File: src/rtl/if_stage_pkg.sv
// rtl/if_stage_pkg.sv - shared encodings and constants for the instruction-fetch stage
package if_stage_pkg;

  typedef enum logic {
    FETCH = 1'b0,
    HELD  = 1'b1
  } if_state_t;

  localparam logic [31:0] RESET_PC_DEFAULT = 32'h0000_3000;
  localparam logic [31:0] NOP_WORD         = 32'h0000_0000;

  function automatic logic [31:0] align_word(input logic [31:0] addr);
    return {addr[31:2], 2'b00};
  endfunction

endpackage

File: src/rtl/if_stage_if_id_reg.sv
// rtl/if_stage_if_id_reg.sv - IF/ID boundary register with load, bubble and flush plus field slicing
module if_id_reg
  import if_stage_pkg::*;
(
  input  logic        clk,
  input  logic        rst,
  input  logic        load,
  input  logic        bubble,
  input  logic        flush,
  input  logic [31:0] ld_instr,
  input  logic [31:0] ld_pc4,
  output logic        id_valid,
  output logic [31:0] id_instr,
  output logic [31:0] id_pc4,
  output logic [5:0]  id_opcode,
  output logic [4:0]  id_rs,
  output logic [4:0]  id_rt,
  output logic [4:0]  id_rd,
  output logic [4:0]  id_shamt,
  output logic [5:0]  id_funct,
  output logic [15:0] id_imm16,
  output logic [25:0] id_imm26
);

  // Flush wins over load so a redirect always leaves a clean NOP behind.
  always_ff @(posedge clk or posedge rst) begin
    if (rst) begin
      id_valid <= 1'b0;
      id_instr <= NOP_WORD;
      id_pc4   <= 32'h0;
    end else if (flush) begin
      id_valid <= 1'b0;
      id_instr <= NOP_WORD;
    end else if (load) begin
      id_valid <= 1'b1;
      id_instr <= ld_instr;
      id_pc4   <= ld_pc4;
    end else if (bubble) begin
      id_valid <= 1'b0;
    end
  end

  assign id_opcode = id_instr[31:26];
  assign id_rs     = id_instr[25:21];
  assign id_rt     = id_instr[20:16];
  assign id_rd     = id_instr[15:11];
  assign id_shamt  = id_instr[10:6];
  assign id_funct  = id_instr[5:0];
  assign id_imm16  = id_instr[15:0];
  assign id_imm26  = id_instr[25:0];

endmodule

File: src/rtl/if_stage.sv
// rtl/if_stage.sv - MIPS instruction-fetch stage: PC, fetch handshake, stall buffer, IF/ID register
module if_stage
  import if_stage_pkg::*;
#(
  parameter logic [31:0] RESET_PC = RESET_PC_DEFAULT
) (
  input  logic        clk,
  input  logic        rst,
  input  logic        stall_i,
  input  logic        redirect_i,
  input  logic [31:0] redirect_pc,
  output logic        imem_req,
  output logic [31:0] imem_addr,
  input  logic [31:0] imem_rdata,
  input  logic        imem_ready,
  output logic        id_valid,
  output logic [31:0] id_instr,
  output logic [31:0] id_pc4,
  output logic [5:0]  id_opcode,
  output logic [4:0]  id_rs,
  output logic [4:0]  id_rt,
  output logic [4:0]  id_rd,
  output logic [4:0]  id_shamt,
  output logic [5:0]  id_funct,
  output logic [15:0] id_imm16,
  output logic [25:0] id_imm26
);

  if_state_t   state;
  logic [31:0] pc;
  logic [31:0] buf_instr;
  logic [31:0] buf_pc4;
  logic [31:0] pc_plus4;
  logic        fetch_done;
  logic        load;
  logic        bubble;
  logic [31:0] ld_instr;
  logic [31:0] ld_pc4;

  assign pc_plus4   = pc + 32'd4;
  assign imem_addr  = pc;
  assign fetch_done = (state == FETCH) && imem_ready;

  // A parked word takes priority over memory; in HELD no request is outstanding.
  assign load     = !redirect_i && !stall_i && (fetch_done || (state == HELD));
  assign bubble   = !redirect_i && !stall_i && (state == FETCH) && !imem_ready;
  assign ld_instr = (state == HELD) ? buf_instr : imem_rdata;
  assign ld_pc4   = (state == HELD) ? buf_pc4 : pc_plus4;

  always_ff @(posedge clk or posedge rst) begin
    if (rst) begin
      state     <= FETCH;
      imem_req  <= 1'b1;
      pc        <= align_word(RESET_PC);
      buf_instr <= NOP_WORD;
      buf_pc4   <= 32'h0;
    end else if (redirect_i) begin
      state     <= FETCH;
      imem_req  <= 1'b1;
      pc        <= align_word(redirect_pc);
      buf_instr <= NOP_WORD;
      buf_pc4   <= 32'h0;
    end else begin
      case (state)
        FETCH: begin
          if (imem_ready) begin
            pc <= pc_plus4;
            if (stall_i) begin
              buf_instr <= imem_rdata;
              buf_pc4   <= pc_plus4;
              state     <= HELD;
              imem_req  <= 1'b0;
            end
          end
        end
        HELD: begin
          if (!stall_i) begin
            state    <= FETCH;
            imem_req <= 1'b1;
          end
        end
        default: begin
          state    <= FETCH;
          imem_req <= 1'b1;
        end
      endcase
    end
  end

  if_id_reg u_if_id_reg (
    .clk       (clk),
    .rst       (rst),
    .load      (load),
    .bubble    (bubble),
    .flush     (redirect_i),
    .ld_instr  (ld_instr),
    .ld_pc4    (ld_pc4),
    .id_valid  (id_valid),
    .id_instr  (id_instr),
    .id_pc4    (id_pc4),
    .id_opcode (id_opcode),
    .id_rs     (id_rs),
    .id_rt     (id_rt),
    .id_rd     (id_rd),
    .id_shamt  (id_shamt),
    .id_funct  (id_funct),
    .id_imm16  (id_imm16),
    .id_imm26  (id_imm26)
  );

endmodule

File: config.mk
export PLATFORM = sky130hd
export DESIGN_NAME = if_stage
export DESIGN_NICKNAME = d
export VERILOG_FILES = /design/src/rtl/if_stage_pkg.sv /design/src/rtl/if_stage_if_id_reg.sv /design/src/rtl/if_stage.sv
export SDC_FILE = /design/constraint.sdc
export NUM_CORES = 1
export LEC_CHECK = 0
export BUFFER_PORTS_ARGS = -buffer_cell sky130_fd_sc_hd__buf_2
export CORE_UTILIZATION = 55
export DETAILED_ROUTE_END_ITERATION = 8
export GPL_ROUTABILITY_DRIVEN = 0
export PLACE_DENSITY = 0.84
export SLEW_MARGIN = 10
export SYNTH_ARGS = -nofsm -noshare
export SYNTH_HDL_FRONTEND = slang
export SYNTH_SLANG_ARGS = --single-unit
File: constraint.sdc
create_clock -name clk -period 8.5 [get_ports clk]
set_input_delay 2.125 -clock clk [delete_from_list [all_inputs] [get_ports clk]]
set_output_delay 2.125 -clock clk [all_outputs]
set_load 0.03 [all_outputs]
==> run metrics <==
Seq/Total Area, Yosys=48.45%; DP Wirelength=13060 µm; worst-margin pin slew=1064 ps; Hold Buf Count CTS=0; peak supply drop=148.0 µV; Startpoint Class=input pin; Power Density=220.9 nW/µm²; clk root buf=clkbuf_16; share of layout cells above drive strength 1=28.42%; max_cap viols=0; min Tclk post-route=3835 ps; Die W=124.2 µm; P_int=1420 µW; Final ANT Viol Nets=0; Clk pwr share=36.4%; std cell rows=44; RSZ-0062 raised after global routing=false; total track usage=25.87%; Final Slew Violations=0; Synth Area in Simple Gates=17.61%; Worst setup EP type=flip-flop; die height=124.2 µm; Relative slew margins=29.07%; Critical-path top delay cell=buf_4; crit-path leading delay family=buffers and inverters; Starting Density=56.55%; Final Skew=8.331 ps; TritonCTS clock tree=built; critical path data arrival time=4160 ps; area of the multi-input gates=3413 µm²; CP Buf/Inv Count=2; Hold Path Class=flip-flop to flip-flop; mux contribution to synthesized area=4.689%; final wirelength=19670 µm; Post-CTS Setup Bufs=0; Synth Area in Compound Gates=13.64%; Total Power=2093 µW; largest net degree at the start of global routing=103; Hold Vio Cnt, Final=0; Syn Inst Count=896; Main synth FF type=dfrtp_1; clk buf depth=2; Num Clock Sinks=159; Fin Hold WS=486.3 ps; initial antenna violation count=0; First-pass DRT Iterations=5; Cell variety after synth=48; crit share post-route=45.12%; CP Cell Sequence=buf_4 -> nor3_2 -> buf_4 -> nand2_1 -> o22ai_1; initial drt markers=446; Mapped Avg Cell Area=9.173 µm²; number of global-route vias before repair=6256; Leak=0.004400 µW; gr ovfl total=0; Crit Path Category=input pin to flip-flop; H-tree levels=4; setup violators final=0; Via density=5.500; highest cell delay on the worst timing path=670 ps; Synth Area in Adders=0.1522%; CTS clk-pin slew, worst paths=60 ps; Core ar.=14530 µm²; vias=6683; # IOs=241; largest family of logic cells by synthesized area=simple AND/OR/NAND/NOR gates; PnR worst setup slack=4665 ps; switching power=672.5 µW; Post-Place Worst Slack=4229 ps; Req. time, crit path=8830 ps; Reg2Reg Setup Slack=5460 ps; sw frac=32.13%; number of synthesized flops with an enable pin=0; Skew-Pair Late Insertion Delay=420 ps; Net count, final=1088; Synth Warn #=0; Async SR Flop Fraction=100.0%; CP max FO=83; Synth Register Bits=159; Die ar.=15440 µm²; Area growth, synth to finish=15.30%; CP most frequent cell=buf_4; sequential share of power=42.8%; setup TNS=0 ps; global-route wire length before repair=32070 µm; post-synthesis xor/xnor area fraction=5.221%; FMAX=260.7 MHz; ant diodes=0; DR WL/cell=16.19 µm; Combinational Power Share=20.8%; Post-Syn Area=8219 µm²; Seq. cell area=3986 µm²; fill cell count=1201; Residual DRC=0; Num CTS Buffers=17; cts repair resizes=0; Layout Utilization=65.20%; Port Buf Inserts=236; status=finished, final reports clean
-- path summary, 6_finish.rpt --
kind,startpoint,end,depth (start not counted)
min reg2reg,u_if_id_reg.id_pc4[5],u_if_id_reg.id_pc4[5],2
min in group asynchronous,rst,u_if_id_reg.id_instr[1],2
max in group asynchronous,rst,state,3
min,u_if_id_reg.id_pc4[5],u_if_id_reg.id_pc4[5],2
max,redirect_i,u_if_id_reg.id_pc4[27],5
max reg2reg,state,u_if_id_reg.id_pc4[27],5
-- power by group through the flow --
stage / Clock, µW / Sequential (µW) / Combinational, µW
6_report: 761 / 896 / 436
5_1_grt: 807 / 905 / 467
4_1_cts: 775 / 895 / 438
3_5_place_dp: 0 / 908 / 437
3_3_place_gp: 0 / 905 / 428
2_1_floorplan: 0 / 993 / 231
-- routing by layer --
| layer | up-vias | wire [µm] | GRT usage (%) |
|---|---|---|---|
| met5 | - | 0 | 0 |
| met4 | 0 | 402 | 9.709 |
| met3 | 29 | 1135 | 4.655 |
| met2 | 253 | 9350 | 41.24 |
| met1 | 3147 | 8783 | 35.25 |
| li1 | 3254 | - | - |
-- placed cells by master, fill, tap and decap left out, types with 3 or more instances in the layout --
cell type	instances
nor3_1	24
nand4_1	15
nand3_2	3
nor4_1	5
buf_2	235
or3_1	4
and4_1	5
o22ai_1	7
nand2_1	131
a211oi_1	52
clkinv_2	3
xor2_1	25
nor2_1	92
o21ai_0	56
o31a_1	5
a21oi_1	47
clkinvlp_4	3
mux2i_1	34
dfrtp_1	155
xnor2_1	24
o211ai_1	3
nand3_1	15
nor3b_1	3
dfstp_2	3
clkbuf_8	4
clkbuf_16	17
buf_4	8
mux2_2	4
a21boi_0	3
and3_1	7
-- area by class of cell --
class                   instances  share of cell area [%]
clock buffers                  23                   5.149
clock inverters                 9                   1.122
inverters                       3                  0.1716
multi-input cells             594                   36.02
flip-flops and latches        159                   42.06
well taps                     184                   2.429
repair buffers                243                   13.04
-- synth_stat cells, drive strengths merged, types with 3 or more instances --
library cell  number  area, µm²
o31a               5      43.79
mux2i             34      340.3
or3                4      25.02
o211ai             3      22.52
nand4             16      106.4
and4               5      43.79
dfrtp            156       3904
nor3b              3      22.52
o22ai              7      43.79
xnor2             24      210.2
clkbuf            53      198.9
nand2            131      491.7
inv                3      11.26
a211oi            52      390.4
a21oi             47      235.2
and3               7      43.79
o21ai             57      285.3
nor4               6      43.79
or4                4      37.53
a21boi             3      22.52
xor2              25      219.0
and2               3      18.77
dfstp              3      78.83
nand3             18      105.1
nor2              92      345.3
buf               88      626.8
nor3              25      125.1
mux2               4      45.04
-- stage by stage --
step | instances | instance area (µm²)
finish | 1215 | 9477
global route | 1215 | 9477
CTS | 1215 | 9477
detailed placement | 1183 | 8882
global placement | 1183 | 8882
floorplan | 897 | 8223
-- registers in the layout, indices dropped and copies added, names as in the netlist --
register	count
u_if_id_reg.id_instr	32
state	1
imem_req	1
imem_addr	30
buf_instr	32
u_if_id_reg.id_valid	1
buf_pc4	31
u_if_id_reg.id_pc4	31
-- worst min-delay path, stage by stage, from the launching register on --
cell,delay [ps]
dfrtp_1,340
nand2_1,50
o21ai_0,60
-- cell families after synthesis --
group           count (synthesis)
simple gates                  320
compound gates                184
flops                         159
buf+inv                       144
xor+xnor                       49
mux                            38
fa+ha+maj                       1
other cells                     1
Power figures use the tool's default switching activity.
